### config.mk
export PLATFORM = sky130hd
export DESIGN_NAME = alu_pipe_flat
export DESIGN_NICKNAME = d
export VERILOG_FILES = /design/src/rtl/alu_pipe_pkg.sv /design/src/rtl/alu_pipe_if.sv /design/src/rtl/alu_pipe_mul.sv /design/src/rtl/alu_pipe.sv /design/src/flat_wrapper.sv
export SDC_FILE = /design/constraint.sdc
export NUM_CORES = 1
export LEC_CHECK = 0
export CORE_MARGIN = 2
export CORE_UTILIZATION = 55
export CTS_BUF_LIST = sky130_fd_sc_hd__clkbuf_4
export CTS_CLUSTER_DIAMETER = 120
export DETAILED_ROUTE_END_ITERATION = 10
export GPL_TIMING_DRIVEN = 0
export HOLD_SLACK_MARGIN = 0.12
export PLACE_DENSITY_LB_ADDON = 0.1
export SLEW_MARGIN = 20
export SYNTH_ARGS = -nofsm -noshare
export SYNTH_HDL_FRONTEND = slang
export SYNTH_SLANG_ARGS = --single-unit
### constraint.sdc
create_clock -name clk -period 6.95 [get_ports clk]
set_input_delay 0.695 -clock clk [delete_from_list [all_inputs] [get_ports clk]]
set_output_delay 0.695 -clock clk [all_outputs]
set_load 0.02 [all_outputs]
### src/rtl/alu_pipe_pkg.sv
`default_nettype none
// ============================================================================
// Package  : alu_pkg
// Brief    : Command encodings, FSM states, operand classification and default
//            parameters for alu_pipe. Honours ALU_MUL_EN for cmds 9/10.
// Revision : 1.0 - initial release
// ============================================================================
package alu_pkg;

    localparam int c_DEF_WIDTH   = 8;
    localparam int c_DEF_TIMEOUT = 16;
    localparam int c_DEF_MUL_LAT = 3;

    typedef enum logic [3:0] {
        A_ADD     = 4'd0,
        A_SUB     = 4'd1,
        A_ADD_CIN = 4'd2,
        A_SUB_CIN = 4'd3,
        A_INC_A   = 4'd4,
        A_DEC_A   = 4'd5,
        A_INC_B   = 4'd6,
        A_DEC_B   = 4'd7,
        A_CMP     = 4'd8,
        A_MUL_INC = 4'd9,
        A_MUL_SHL = 4'd10
    } arith_cmd_e;

    typedef enum logic [3:0] {
        L_AND     = 4'd0,
        L_NAND    = 4'd1,
        L_OR      = 4'd2,
        L_NOR     = 4'd3,
        L_XOR     = 4'd4,
        L_XNOR    = 4'd5,
        L_NOT_A   = 4'd6,
        L_NOT_B   = 4'd7,
        L_SHR1_A  = 4'd8,
        L_SHL1_A  = 4'd9,
        L_SHR1_B  = 4'd10,
        L_SHL1_B  = 4'd11,
        L_ROL_A_B = 4'd12,
        L_ROR_A_B = 4'd13
    } logic_cmd_e;

    typedef enum logic [1:0] {
        IDLE = 2'd0,
        WAIT = 2'd1,
        MUL  = 2'd2
    } state_e;

    typedef enum logic [1:0] {
        OPC_TWO     = 2'd0,
        OPC_A       = 2'd1,
        OPC_B       = 2'd2,
        OPC_INVALID = 2'd3
    } op_class_e;

    function automatic op_class_e op_class(input logic mode, input logic [3:0] cmd);
        op_class_e cls;
        cls = OPC_INVALID;
        if (mode) begin
            case (arith_cmd_e'(cmd))
                A_INC_A, A_DEC_A:                        cls = OPC_A;
                A_INC_B, A_DEC_B:                        cls = OPC_B;
                A_ADD, A_SUB, A_ADD_CIN, A_SUB_CIN, A_CMP: cls = OPC_TWO;
`ifdef ALU_MUL_EN
                A_MUL_INC, A_MUL_SHL:                    cls = OPC_TWO;
`endif
                default:                                 cls = OPC_INVALID;
            endcase
        end else begin
            case (logic_cmd_e'(cmd))
                L_NOT_A, L_SHR1_A, L_SHL1_A:             cls = OPC_A;
                L_NOT_B, L_SHR1_B, L_SHL1_B:             cls = OPC_B;
                L_AND, L_NAND, L_OR, L_NOR, L_XOR, L_XNOR,
                L_ROL_A_B, L_ROR_A_B:                    cls = OPC_TWO;
                default:                                 cls = OPC_INVALID;
            endcase
        end
        return cls;
    endfunction

endpackage
`default_nettype wire

### src/rtl/alu_pipe_if.sv
`default_nettype none
// ============================================================================
// Interface : alu_pipe_if
// Brief     : Driver/monitor-facing command and result bus of alu_pipe.
// Revision  : 1.0 - initial release
// ============================================================================
interface alu_pipe_if #(
    parameter int WIDTH = 8
);
    logic               ce;
    logic               mode;
    logic [3:0]         cmd;
    logic [1:0]         inp_valid;
    logic [WIDTH-1:0]   opa;
    logic [WIDTH-1:0]   opb;
    logic               cin;
    logic [2*WIDTH-1:0] res;
    logic               res_valid;
    logic               busy;
    logic               err;
    logic               oflow;
    logic               cout;
    logic               g;
    logic               l;
    logic               e;

    modport master (
        output ce, mode, cmd, inp_valid, opa, opb, cin,
        input  res, res_valid, busy, err, oflow, cout, g, l, e
    );

    modport slave (
        input  ce, mode, cmd, inp_valid, opa, opb, cin,
        output res, res_valid, busy, err, oflow, cout, g, l, e
    );
endinterface
`default_nettype wire

### src/rtl/alu_pipe_mul.sv
`default_nettype none
// ============================================================================
// Module   : alu_mul_pipe
// Brief    : Registered multiplier with LAT stages and a matching valid chain.
// Revision : 1.0 - initial release
// ============================================================================
module alu_mul_pipe #(
    parameter int OP_W  = 9,
    parameter int OUT_W = 16,
    parameter int LAT   = 3
) (
    input  logic             clk,
    input  logic             rst,
    input  logic             i_ce,
    input  logic             i_valid,
    input  logic [OP_W-1:0]  i_a,
    input  logic [OP_W-1:0]  i_b,
    output logic             o_valid,
    output logic [OUT_W-1:0] o_prod
);

    logic [LAT-1:0]   r_vld;
    logic [OUT_W-1:0] r_prod [LAT];

    // Product is formed at OUT_W so the truncation is implicit
    always_ff @(posedge clk) begin
        if (!rst) begin
            r_vld <= '0;
            for (int i = 0; i < LAT; i++) r_prod[i] <= '0;
        end else if (i_ce) begin
            r_vld     <= {r_vld[LAT-2:0], i_valid};
            r_prod[0] <= OUT_W'(i_a) * OUT_W'(i_b);
            for (int i = 1; i < LAT; i++) r_prod[i] <= r_prod[i-1];
        end
    end

    assign o_valid = r_vld[LAT-1];
    assign o_prod  = r_prod[LAT-1];

endmodule
`default_nettype wire

### src/rtl/alu_pipe.sv
`default_nettype none
// ============================================================================
// Module   : alu_pipe
// Brief    : Parametrised ALU with split operand arrival, timeout and optional
//            pipelined multiply (enabled by defining ALU_MUL_EN).
// Revision : 1.0 - initial release
// ============================================================================
module alu_pipe
    import alu_pkg::*;
#(
    parameter int WIDTH   = c_DEF_WIDTH,
    parameter int TIMEOUT = c_DEF_TIMEOUT,
    parameter int MUL_LAT = c_DEF_MUL_LAT
) (
    input  logic      clk,
    input  logic      rst,
    alu_pipe_if.slave bus
);

    localparam int c_RW = 2 * WIDTH;
    localparam int c_SH = $clog2(WIDTH);
    localparam int c_CW = $clog2(TIMEOUT + 1);
    localparam logic [WIDTH:0] c_ONE = {{WIDTH{1'b0}}, 1'b1};

    state_e            r_state, w_state_nxt;
    logic [c_CW-1:0]   r_cnt, w_cnt_nxt;
    logic [WIDTH-1:0]  r_opa, r_opb;
    logic [3:0]        r_cmd;
    logic              r_mode, r_cin, r_have_a;

    logic [c_RW-1:0]   r_res;
    logic              r_res_valid, r_err, r_oflow, r_cout, r_g, r_l, r_e;

    logic              w_in_wait;
    logic [3:0]        w_cmd;
    logic              w_mode, w_cin;
    logic [WIDTH-1:0]  w_a, w_b;
    op_class_e         w_cls;
    logic              w_is_mul;

    logic [WIDTH:0]    w_xa, w_xb, w_xc, w_t;
    logic [WIDTH-1:0]  w_lv;
    logic [c_RW-1:0]   w_rot, w_res;
    logic [c_SH-1:0]   w_amt;
    logic              w_hi_b;
    logic              w_err, w_oflow, w_cout, w_g, w_l, w_e;

    logic              w_go, w_latch, w_fire, w_fail, w_mul_go, w_mul_done;
    logic              w_mul_vld;
    logic [c_RW-1:0]   w_mul_prod;

    // In WAIT the latched command and present operand take over from the bus
    assign w_in_wait = (r_state == WAIT);
    assign w_cmd     = w_in_wait ? r_cmd  : bus.cmd;
    assign w_mode    = w_in_wait ? r_mode : bus.mode;
    assign w_cin     = w_in_wait ? r_cin  : bus.cin;
    assign w_a       = (w_in_wait &&  r_have_a) ? r_opa : bus.opa;
    assign w_b       = (w_in_wait && !r_have_a) ? r_opb : bus.opb;
    assign w_cls     = op_class(w_mode, w_cmd);

    assign w_xa   = {1'b0, w_a};
    assign w_xb   = {1'b0, w_b};
    assign w_xc   = {{WIDTH{1'b0}}, w_cin};
    assign w_amt  = w_b[c_SH-1:0];
    assign w_hi_b = |(w_b >> c_SH);

    always_comb begin
        w_res   = '0;
        w_err   = 1'b0;
        w_oflow = 1'b0;
        w_cout  = 1'b0;
        w_g     = 1'b0;
        w_l     = 1'b0;
        w_e     = 1'b0;
        w_t     = '0;
        w_lv    = '0;
        w_rot   = '0;
        if (w_mode) begin
            case (arith_cmd_e'(w_cmd))
                A_ADD:     begin w_t = w_xa + w_xb;        w_cout  = w_t[WIDTH]; end
                A_SUB:     begin w_t = w_xa - w_xb;        w_oflow = w_t[WIDTH]; end
                A_ADD_CIN: begin w_t = w_xa + w_xb + w_xc; w_cout  = w_t[WIDTH]; end
                A_SUB_CIN: begin w_t = w_xa - w_xb - w_xc; w_oflow = w_t[WIDTH]; end
                A_INC_A:   begin w_t = w_xa + c_ONE;       w_cout  = w_t[WIDTH]; end
                A_DEC_A:   begin w_t = w_xa - c_ONE;       w_oflow = w_t[WIDTH]; end
                A_INC_B:   begin w_t = w_xb + c_ONE;       w_cout  = w_t[WIDTH]; end
                A_DEC_B:   begin w_t = w_xb - c_ONE;       w_oflow = w_t[WIDTH]; end
                A_CMP: begin
                    w_g = (w_a > w_b);
                    w_l = (w_a < w_b);
                    w_e = (w_a == w_b);
                end
                default:   w_err = 1'b1;
            endcase
            w_res = {{(WIDTH-1){1'b0}}, w_t};
        end else begin
            case (logic_cmd_e'(w_cmd))
                L_AND:     w_lv = w_a & w_b;
                L_NAND:    w_lv = ~(w_a & w_b);
                L_OR:      w_lv = w_a | w_b;
                L_NOR:     w_lv = ~(w_a | w_b);
                L_XOR:     w_lv = w_a ^ w_b;
                L_XNOR:    w_lv = ~(w_a ^ w_b);
                L_NOT_A:   w_lv = ~w_a;
                L_NOT_B:   w_lv = ~w_b;
                L_SHR1_A:  w_lv = w_a >> 1;
                L_SHL1_A:  w_lv = w_a << 1;
                L_SHR1_B:  w_lv = w_b >> 1;
                L_SHL1_B:  w_lv = w_b << 1;
                L_ROL_A_B: begin
                    w_rot = {w_a, w_a} << w_amt;
                    w_lv  = w_rot[c_RW-1:WIDTH];
                    w_err = w_hi_b;
                end
                L_ROR_A_B: begin
                    w_rot = {w_a, w_a} >> w_amt;
                    w_lv  = w_rot[WIDTH-1:0];
                    w_err = w_hi_b;
                end
                default:   w_err = 1'b1;
            endcase
            w_res = {{WIDTH{1'b0}}, w_lv};
        end
    end

`ifdef ALU_MUL_EN
    logic [WIDTH:0] w_mul_a, w_mul_b;

    assign w_is_mul = w_mode && ((w_cmd == A_MUL_INC) || (w_cmd == A_MUL_SHL));
    assign w_mul_a  = (w_cmd == A_MUL_INC) ? (w_xa + c_ONE) : {w_a, 1'b0};
    assign w_mul_b  = (w_cmd == A_MUL_INC) ? (w_xb + c_ONE) : w_xb;

    alu_mul_pipe #(
        .OP_W  (WIDTH + 1),
        .OUT_W (c_RW),
        .LAT   (MUL_LAT)
    ) u_mul (
        .clk     (clk),
        .rst     (rst),
        .i_ce    (bus.ce),
        .i_valid (w_mul_go),
        .i_a     (w_mul_a),
        .i_b     (w_mul_b),
        .o_valid (w_mul_vld),
        .o_prod  (w_mul_prod)
    );
`else
    assign w_is_mul   = 1'b0;
    assign w_mul_vld  = 1'b0;
    assign w_mul_prod = '0;
`endif

    always_comb begin
        w_state_nxt = r_state;
        w_cnt_nxt   = r_cnt;
        w_go        = 1'b0;
        w_latch     = 1'b0;
        w_fire      = 1'b0;
        w_fail      = 1'b0;
        w_mul_go    = 1'b0;
        w_mul_done  = 1'b0;
        case (r_state)
            IDLE: begin
                if (bus.inp_valid == 2'b00) begin
                    w_fail = 1'b1;
                end else begin
                    case (w_cls)
                        OPC_A:   if (bus.inp_valid[0]) w_fire = 1'b1; else w_fail = 1'b1;
                        OPC_B:   if (bus.inp_valid[1]) w_fire = 1'b1; else w_fail = 1'b1;
                        OPC_TWO: begin
                            if (bus.inp_valid == 2'b11) begin
                                w_go = 1'b1;
                            end else begin
                                w_latch     = 1'b1;
                                w_cnt_nxt   = '0;
                                w_state_nxt = WAIT;
                            end
                        end
                        default: w_fire = 1'b1;
                    endcase
                end
            end
            WAIT: begin
                if (r_have_a ? bus.inp_valid[1] : bus.inp_valid[0]) begin
                    w_go        = 1'b1;
                    w_state_nxt = IDLE;
                end else if (r_cnt == c_CW'(TIMEOUT - 1)) begin
                    w_fail      = 1'b1;
                    w_state_nxt = IDLE;
                end else begin
                    w_cnt_nxt = r_cnt + c_CW'(1);
                end
            end
`ifdef ALU_MUL_EN
            MUL: begin
                if (w_mul_vld) begin
                    w_mul_done  = 1'b1;
                    w_state_nxt = IDLE;
                end
            end
`endif
            default: w_state_nxt = IDLE;
        endcase
        if (w_go) begin
            if (w_is_mul) begin
                w_mul_go    = 1'b1;
                w_state_nxt = MUL;
            end else begin
                w_fire = 1'b1;
            end
        end
    end

    always_ff @(posedge clk) begin
        if (!rst) begin
            r_state <= IDLE;
            r_cnt   <= '0;
        end else if (bus.ce) begin
            r_state <= w_state_nxt;
            r_cnt   <= w_cnt_nxt;
        end
    end

    always_ff @(posedge clk) begin
        if (!rst) begin
            r_opa       <= '0;
            r_opb       <= '0;
            r_cmd       <= '0;
            r_mode      <= 1'b0;
            r_cin       <= 1'b0;
            r_have_a    <= 1'b0;
            r_res       <= '0;
            r_res_valid <= 1'b0;
            r_err       <= 1'b0;
            r_oflow     <= 1'b0;
            r_cout      <= 1'b0;
            r_g         <= 1'b0;
            r_l         <= 1'b0;
            r_e         <= 1'b0;
        end else if (bus.ce) begin
            r_res_valid <= w_fire | w_fail | w_mul_done;
            if (w_latch) begin
                r_opa    <= bus.opa;
                r_opb    <= bus.opb;
                r_cmd    <= bus.cmd;
                r_mode   <= bus.mode;
                r_cin    <= bus.cin;
                r_have_a <= bus.inp_valid[0];
            end
            if (w_fire) begin
                r_res   <= w_res;
                r_err   <= w_err;
                r_oflow <= w_oflow;
                r_cout  <= w_cout;
                r_g     <= w_g;
                r_l     <= w_l;
                r_e     <= w_e;
            end else if (w_fail || w_mul_done) begin
                r_res   <= w_mul_done ? w_mul_prod : '0;
                r_err   <= w_fail;
                r_oflow <= 1'b0;
                r_cout  <= 1'b0;
                r_g     <= 1'b0;
                r_l     <= 1'b0;
                r_e     <= 1'b0;
            end
        end
    end

    assign bus.res       = r_res;
    assign bus.res_valid = r_res_valid;
    assign bus.busy      = (r_state != IDLE);
    assign bus.err       = r_err;
    assign bus.oflow     = r_oflow;
    assign bus.cout      = r_cout;
    assign bus.g         = r_g;
    assign bus.l         = r_l;
    assign bus.e         = r_e;

endmodule
`default_nettype wire

### src/flat_wrapper.sv
// flat-port wrapper written by rule: the top's interface ports become plain ports
module alu_pipe_flat import alu_pkg::*;
#(
    parameter int WIDTH   = c_DEF_WIDTH,
    parameter int TIMEOUT = c_DEF_TIMEOUT,
    parameter int MUL_LAT = c_DEF_MUL_LAT
)
  (clk, rst, bus_ce, bus_mode, bus_cmd, bus_inp_valid, bus_opa, bus_opb, bus_cin, bus_res, bus_res_valid, bus_busy, bus_err, bus_oflow, bus_cout, bus_g, bus_l, bus_e);
  alu_pipe_if #(.WIDTH(WIDTH)) bus_i ();
  input  logic clk;
  input  logic rst;
  input wire logic [$bits(bus_i.ce)-1:0] bus_ce;
  input wire logic [$bits(bus_i.mode)-1:0] bus_mode;
  input wire logic [$bits(bus_i.cmd)-1:0] bus_cmd;
  input wire logic [$bits(bus_i.inp_valid)-1:0] bus_inp_valid;
  input wire logic [$bits(bus_i.opa)-1:0] bus_opa;
  input wire logic [$bits(bus_i.opb)-1:0] bus_opb;
  input wire logic [$bits(bus_i.cin)-1:0] bus_cin;
  output wire logic [$bits(bus_i.res)-1:0] bus_res;
  output wire logic [$bits(bus_i.res_valid)-1:0] bus_res_valid;
  output wire logic [$bits(bus_i.busy)-1:0] bus_busy;
  output wire logic [$bits(bus_i.err)-1:0] bus_err;
  output wire logic [$bits(bus_i.oflow)-1:0] bus_oflow;
  output wire logic [$bits(bus_i.cout)-1:0] bus_cout;
  output wire logic [$bits(bus_i.g)-1:0] bus_g;
  output wire logic [$bits(bus_i.l)-1:0] bus_l;
  output wire logic [$bits(bus_i.e)-1:0] bus_e;
  assign bus_i.ce = bus_ce;
  assign bus_i.mode = bus_mode;
  assign bus_i.cmd = bus_cmd;
  assign bus_i.inp_valid = bus_inp_valid;
  assign bus_i.opa = bus_opa;
  assign bus_i.opb = bus_opb;
  assign bus_i.cin = bus_cin;
  assign bus_res = bus_i.res;
  assign bus_res_valid = bus_i.res_valid;
  assign bus_busy = bus_i.busy;
  assign bus_err = bus_i.err;
  assign bus_oflow = bus_i.oflow;
  assign bus_cout = bus_i.cout;
  assign bus_g = bus_i.g;
  assign bus_l = bus_i.l;
  assign bus_e = bus_i.e;
  alu_pipe #(.WIDTH(WIDTH), .TIMEOUT(TIMEOUT), .MUL_LAT(MUL_LAT)) u_core (.clk(clk), .rst(rst), .bus(bus_i));
endmodule
Yosys cells after proc, flatten, opt, wreduce, memory -nomap -nowiden. Memories as Yosys holds them, arrays and structs flattened. Index checks and enable logic that the tools add are counted.

$add $sub $neg: 9. Order comparisons: 2. Eq/ne operators: 25. Shift operators: 2. Muxes and demuxes: 67. Bitwise gates (word level): 9. Reduce and logical (&&, ||, !) cells: 18.

Operators with widths (count): $pmux W8 S14 (1); $pmux W9 S8 (1); $not A8 Y8 (5); $mux W1 (39); $mux W16 (2); $mux W5 (5); $eq A4 B4 Y1 const B (6); $add A8 B1 Y9 const B (2); $sub A8 B1 Y9 const B (2); $eq A4 B3 Y1 const B (4); $mux W8 (2); $shl A16 B3 Y16 (1); $shr A16 B3 Y8 (1); $mux W2 (6); $reduce_or A12 Y1 (1); $ne A2 B2 Y1 const B (5); $pmux W5 S2 (1); $add A8 B8 Y9 (1); $add A9 B1 Y9 (1); $mux W9 (1); $reduce_or A9 Y1 (1); $sub A8 B8 Y9 (1); $sub A9 B1 Y9 (1); $and A8 B8 Y8 (1); other kinds (28) (41).

Register bits after elaboration: 53. Bits in read-only memories: 64. Input bits: 27. Output and inout port bits: 24. Word-level logic and storage cells: 150. Memories: 2.

Memory list: (name not given) (words 16, width 2, rd ports 1, clocked after memory_dff 0, wr ports 0, RTL line alu_pipe_pkg.sv:62) `case (arith_cmd_e'(cmd))`; (name not given) (words 16, width 2, rd ports 1, clocked after memory_dff 0, wr ports 0, RTL line alu_pipe_pkg.sv:72) `case (logic_cmd_e'(cmd))`.

Longest topological paths before layout. An unclocked memory read counts as a cell.

Depth after elaboration: 11. Depth in mapped cells: 21. Mapped depth without buffers: 16.

Worst setup path after synthesis. OpenSTA, ideal clock, no wires.

Path type: flip-flop to flip-flop. Start point: reg u_core.r_state[0]. End point: reg u_core.r_res[8] (netlist: u_core.bus.res[8]). Library setup time: 133 ps. Arrival time: 4077 ps. Required time: 6817 ps. Setup slack: 2740 ps. Stages on the path, launching flop included: 20. Path buffers: 5. Clock period less this slack: 4210 ps. Cells stage by stage: dfxtp_1 -> buf_4 -> clkbuf_1 -> buf_2 -> clkbuf_1 -> mux2_2 -> ha_1 -> a221oi_1 -> inv_1 -> ha_1 -> o21ai_0 -> a21oi_1 -> a221oi_1 -> nand2b_1 -> clkbuf_1 -> nor2_1 -> nand3_1 -> mux2i_1 -> nor2_1 -> a31oi_1.

Cells in the longest elaborated chain, start to end: 11. Elaborated cells between the ends (all ways): 46. Classes of those cells: 8 x add/sub; 10 x eq/ne; 19 x mux; 7 x reduce/logical; 2 x memory.

RTL lines: start, declared (RTL line alu_pipe.sv:25) `state_e r_state, w_state_nxt;`; start signal, assigned (RTL line alu_pipe.sv:219) `r_state <= w_state_nxt;`; branches (longest 11 deep; another with $sub A8 B8 Y9); end signal, assigned (RTL line alu_pipe.sv:251) `r_res <= w_res;`; end signal, assigned (RTL line alu_pipe.sv:259) `r_res <= w_mul_done ? w_mul_prod : '0;`; end, declared (RTL line alu_pipe.sv:31) `logic [c_RW-1:0] r_res;`.

Several ways; the timed one is not identified. A chain may end at the register's enable or synchronous reset.

Worst setup path after layout.
Start point: reg u_core.r_state[0]. End point: reg u_core.r_cout (netlist: u_core.bus.cout).

Cells in the longest elaborated chain, start to end: 11. Elaborated cells between the ends (all ways): 38. Classes of those cells: 4 x add/sub; 6 x eq/ne; 19 x mux; 7 x reduce/logical; 2 x memory.

RTL lines: branches (longest 11 deep; another with $add A8 B8 Y9); end signal, assigned (RTL line alu_pipe.sv:254) `r_cout <= w_cout;`; end, declared (RTL line alu_pipe.sv:32) `logic r_res_valid, r_err, r_oflow, r_cout, r_g, r_l, r_e;`.

Several ways; the timed one is not identified.

==> results.py <==
metrics = {
    "clock_network": {
        "clock_tree.htree_level_count": 2,
        "clock-root-buffer": "sky130_fd_sc_hd__clkbuf_4",
        "cts.repair.resized": 0,
        "clock_sink_count": 45,
        "number_of_buffers_inserted_to_repair_setup_after_cts": 0,
        "clock_path_buffers": 2,
        "clock_latency_reported_for_the_late_side_of_the_worst_skew_pair_ps": 380,
        "clkTransAtPathRegs_ps": 130,
        "cts_tree": "yes",
        "cts-hold-fix-buffers": 0,
        "cts_inserted_buffers": 5,
    },
    "critical_path": {
        "cp_data_required_time_ps": 7200,
        "critical_path.startpoint_type": "register",
        "worst_setup_path_end_kind": "register",
        "worstSetupPathType": "register to register",
        "r2r_setup_slk_ps": 1200,
        "timing.critical_path.arrival_ps": 6000,
        "worstPathMaxFanout": 10,
    },
    "job": {
        "cap_violations": 0,
    },
    "global_routing": {
        "grt_pass1_wl_um": 38400,
        "grtUsageMet3": 0.0980,
        "grt_use_total": 0.426,
        "first_global_vias": 6849,
        "global_route.usage.met2": 0.668,
        "grt_remaining_overflow": 0,
        "grt_max_degree": 15,
        "antenna_found_initial": 0,
        "busiest_layer": "met2",
        "global_route.usage.met1": 0.533,
    },
    "yosys": {
        "seq_area_frac_synth": 0.148,
        "post_synth_mux_area_share": 0.0955,
        "synth_fa_ha_area_frac": 0.0691,
        "ys_async_sr_fraction": 0,
        "synth_cells": 868,
        "avgSynthCellArea_um2": 7.01,
        "synth_top_family_by_area": "compound AO/OA/AOI/OAI gates",
        "synth-xor-area-share": 0.0477,
        "synth-edff-count": 0,
        "synth_warnings": 0,
        "ys_types": 85,
        "synth_area_in_compound_gates": 0.305,
        "syn-cell-area_mm2": 0.00608,
        "ys_seq_elements": 45,
        "yosys.area_share.simple": 0.269,
        "synth_flop_cell": "sky130_fd_sc_hd__dfxtp_1",
    },
    "power_and_ir_drop": {
        "finalPower_uw": 1040,
        "powerDensity_mw_per_mm2": 153,
        "ir_drop_uv": 178,
        "static-leakage-power_uw": 0.00258,
    },
    "timing": {
        "timing.max_slew.rel_slack": 0.218,
        "setup_viol_count_final": 0,
        "grt_setup_unrepaired": "no",
        "fin_tns_setup_ps": 0,
        "worst_pin_slew_ps": 1140,
        "min_period_ps": 5750,
        "period_share": 0.827,
        "maxClockFrequency_mhz": 174,
        "fin_skew_ps": 13.7,
        "finalHoldViolations": 0,
        "max_slew_violation_count": 0,
    },
    "cells_and_area": {
        "mostFrequentLayoutCell": "sky130_fd_sc_hd__nand2_1",
        "final_net_count": 982,
        "layout-drive-gt1-share": 0.0639,
        "synthToLayoutAreaGrowth_pct": 11.4,
        "most_used_cells_in_the_layout_excluding_fill_and_tap_cells": "sky130_fd_sc_hd__nand2_1 (137), sky130_fd_sc_hd__a21oi_1 (82), sky130_fd_sc_hd__nor2_1 (69)",
        "antennaDiodeCount": 0,
    },
    "routing": {
        "vias": 7653,
        "drt_pass1_iterations": 9,
        "routedWlPerCell_um": 24.2,
        "routed_wl_um": 25800,
        "drt-vias-per-instance": 7.19,
        "ant_nets": 0,
        "route.detailed.drc": 0,
        "drtIter0Drc": 1158,
    },
    "floorplan": {
        "initial_core_util": 0.564,
        "die_w_um": 109,
        "core_area_mm2": 0.0108,
        "die_area_mm2": 0.0119,
        "num_rows": 38,
        "fp.dieH_um": 109,
        "pin_count": 51,
    },
    "place": {
        "place.port_buffers": 41,
        "routabilityCongestion": 1.16,
        "hpwlAfterDp_um": 19900,
    },
    "hold_path": {
        "hold_path_class": "register to register",
    },
    "run_status": {
        "outcome": "finished, final reports clean",
    },
}
[cell families (layout without fill, tap and decap cells)]
group	count (synthesis)	count (layout)
AND/OR/NAND/NOR	342	342
AO/OA/AOI/OAI	278	278
buffers and inverters	89	139
multiplexers	49	49
flip-flops	45	45
adder cells (fa/ha/maj)	34	34
XOR/XNOR	30	30
other	1	7
[Yosys cell counts (all sizes together), types with 8 or more instances]
master / n / share of area
clkbuf: 41 / 0.025
nand2: 138 / 0.086
and3: 8 / 0.0082
nor3b: 10 / 0.012
nand2b: 10 / 0.012
buf: 18 / 0.021
nand3: 24 / 0.020
inv: 26 / 0.016
o22ai: 27 / 0.028
a31oi: 9 / 0.0093
a22oi: 9 / 0.011
o21ai: 39 / 0.032
nand4: 10 / 0.010
o211ai: 17 / 0.021
dfxtp: 45 / 0.15
ha: 32 / 0.066
xor2: 9 / 0.013
xnor2: 19 / 0.027
a211oi: 10 / 0.012
mux2i: 37 / 0.062
a21oi: 83 / 0.069
a221oi: 8 / 0.012
nor3: 22 / 0.018
nor2: 70 / 0.044
[worst max-delay path, stage by stage, from the launching register on]
cell and delay (ps):
sky130_fd_sc_hd__dfxtp_1 540, sky130_fd_sc_hd__buf_4 250, sky130_fd_sc_hd__clkbuf_1 360, sky130_fd_sc_hd__nor3b_1 170, sky130_fd_sc_hd__o22ai_1 810, sky130_fd_sc_hd__clkbuf_1 660
sky130_fd_sc_hd__nand2_1 170, sky130_fd_sc_hd__o22ai_1 180, sky130_fd_sc_hd__a21oi_1 110, sky130_fd_sc_hd__ha_1 270, sky130_fd_sc_hd__o21ai_0 210, sky130_fd_sc_hd__a21oi_1 110
sky130_fd_sc_hd__a221oi_1 300, sky130_fd_sc_hd__nand2b_1 280, sky130_fd_sc_hd__clkbuf_1 420, sky130_fd_sc_hd__nor2_1 210, sky130_fd_sc_hd__nand3_1 100, sky130_fd_sc_hd__o21ai_0 100
sky130_fd_sc_hd__nor2_1 240, sky130_fd_sc_hd__a21oi_1 110
[registers in the layout, summed over array words and instances, names as in the netlist]
| signal | cells |
|---|---|
| u_core.bus.err | 1 |
| u_core.bus.res_valid | 1 |
| u_core.bus.oflow | 1 |
| u_core.r_mode | 1 |
| u_core.r_cin | 1 |
| u_core.bus.cout | 1 |
| u_core.r_opb | 8 |
| u_core.r_state | 1 |
| u_core.bus.e | 1 |
| u_core.r_have_a | 1 |
| u_core.r_cnt | 5 |
| u_core.bus.res | 9 |
| u_core.r_cmd | 4 |
| u_core.r_opa | 8 |
| u_core.bus.l | 1 |
| u_core.bus.g | 1 |
[path summary, 6_finish.rpt]
check / endpoint / from / cells after the start
hold / removal: u_core.r_opa[0]$_SDFFE_PN0P_ / u_core.r_opa[0]$_SDFFE_PN0P_ / 2
setup / recovery: u_core.bus.cout$_SDFFE_PN0P_ / u_core.r_state[0]$_SDFFE_PN0P_ / 19
hold reg to reg: u_core.r_opa[0]$_SDFFE_PN0P_ / u_core.r_opa[0]$_SDFFE_PN0P_ / 2
setup reg to reg: u_core.bus.cout$_SDFFE_PN0P_ / u_core.r_state[0]$_SDFFE_PN0P_ / 19
[layout make-up]
| cell class | count | area (um^2) |
|---|---|---|
| multi-input combinational | 740 | 4810 |
| sequential | 45 | 901 |
| tap | 140 | 175 |
| inverter | 30 | 113 |
| fill | 957 | 4020 |
| buffer | 59 | 283 |
| timing repair buffer | 42 | 418 |
| clock buffer | 5 | 37.5 |
| clock inverter | 3 | 41.3 |
[layer usage]
layer | vias up | part of all wire
met5 | - | 0
met4 | 0 | 0.075
met1 | 3478 | 0.36
met3 | 174 | 0.13
met2 | 674 | 0.43
li1 | 3327 | -
[metrics by stage]
step                      hold slack [ps]  instances  setup WS, ps  instance area (um^2)  utilization
after CTS                             465       1064          1540                  6780        0.628
after global routing                  479       1064          1040                  6780        0.628
after global placement                439       1055          1530                  6690        0.620
after detailed placement              446       1056          1410                  6700        0.621
after floorplan                       432        874          2740                  6100            -
final                                 462       1064          1200                  6780        0.628
[where the power goes]
part | internal (uW) | switching, uW | leakage [uW]
clock | 74.5 | 91.9 | 0.0000389
sequential | 272 | 10.3 | 0.000365
combinational | 203 | 383 | 0.00218
total | 550 | 485 | 0.00258
(Power assumes the default switching activity.)
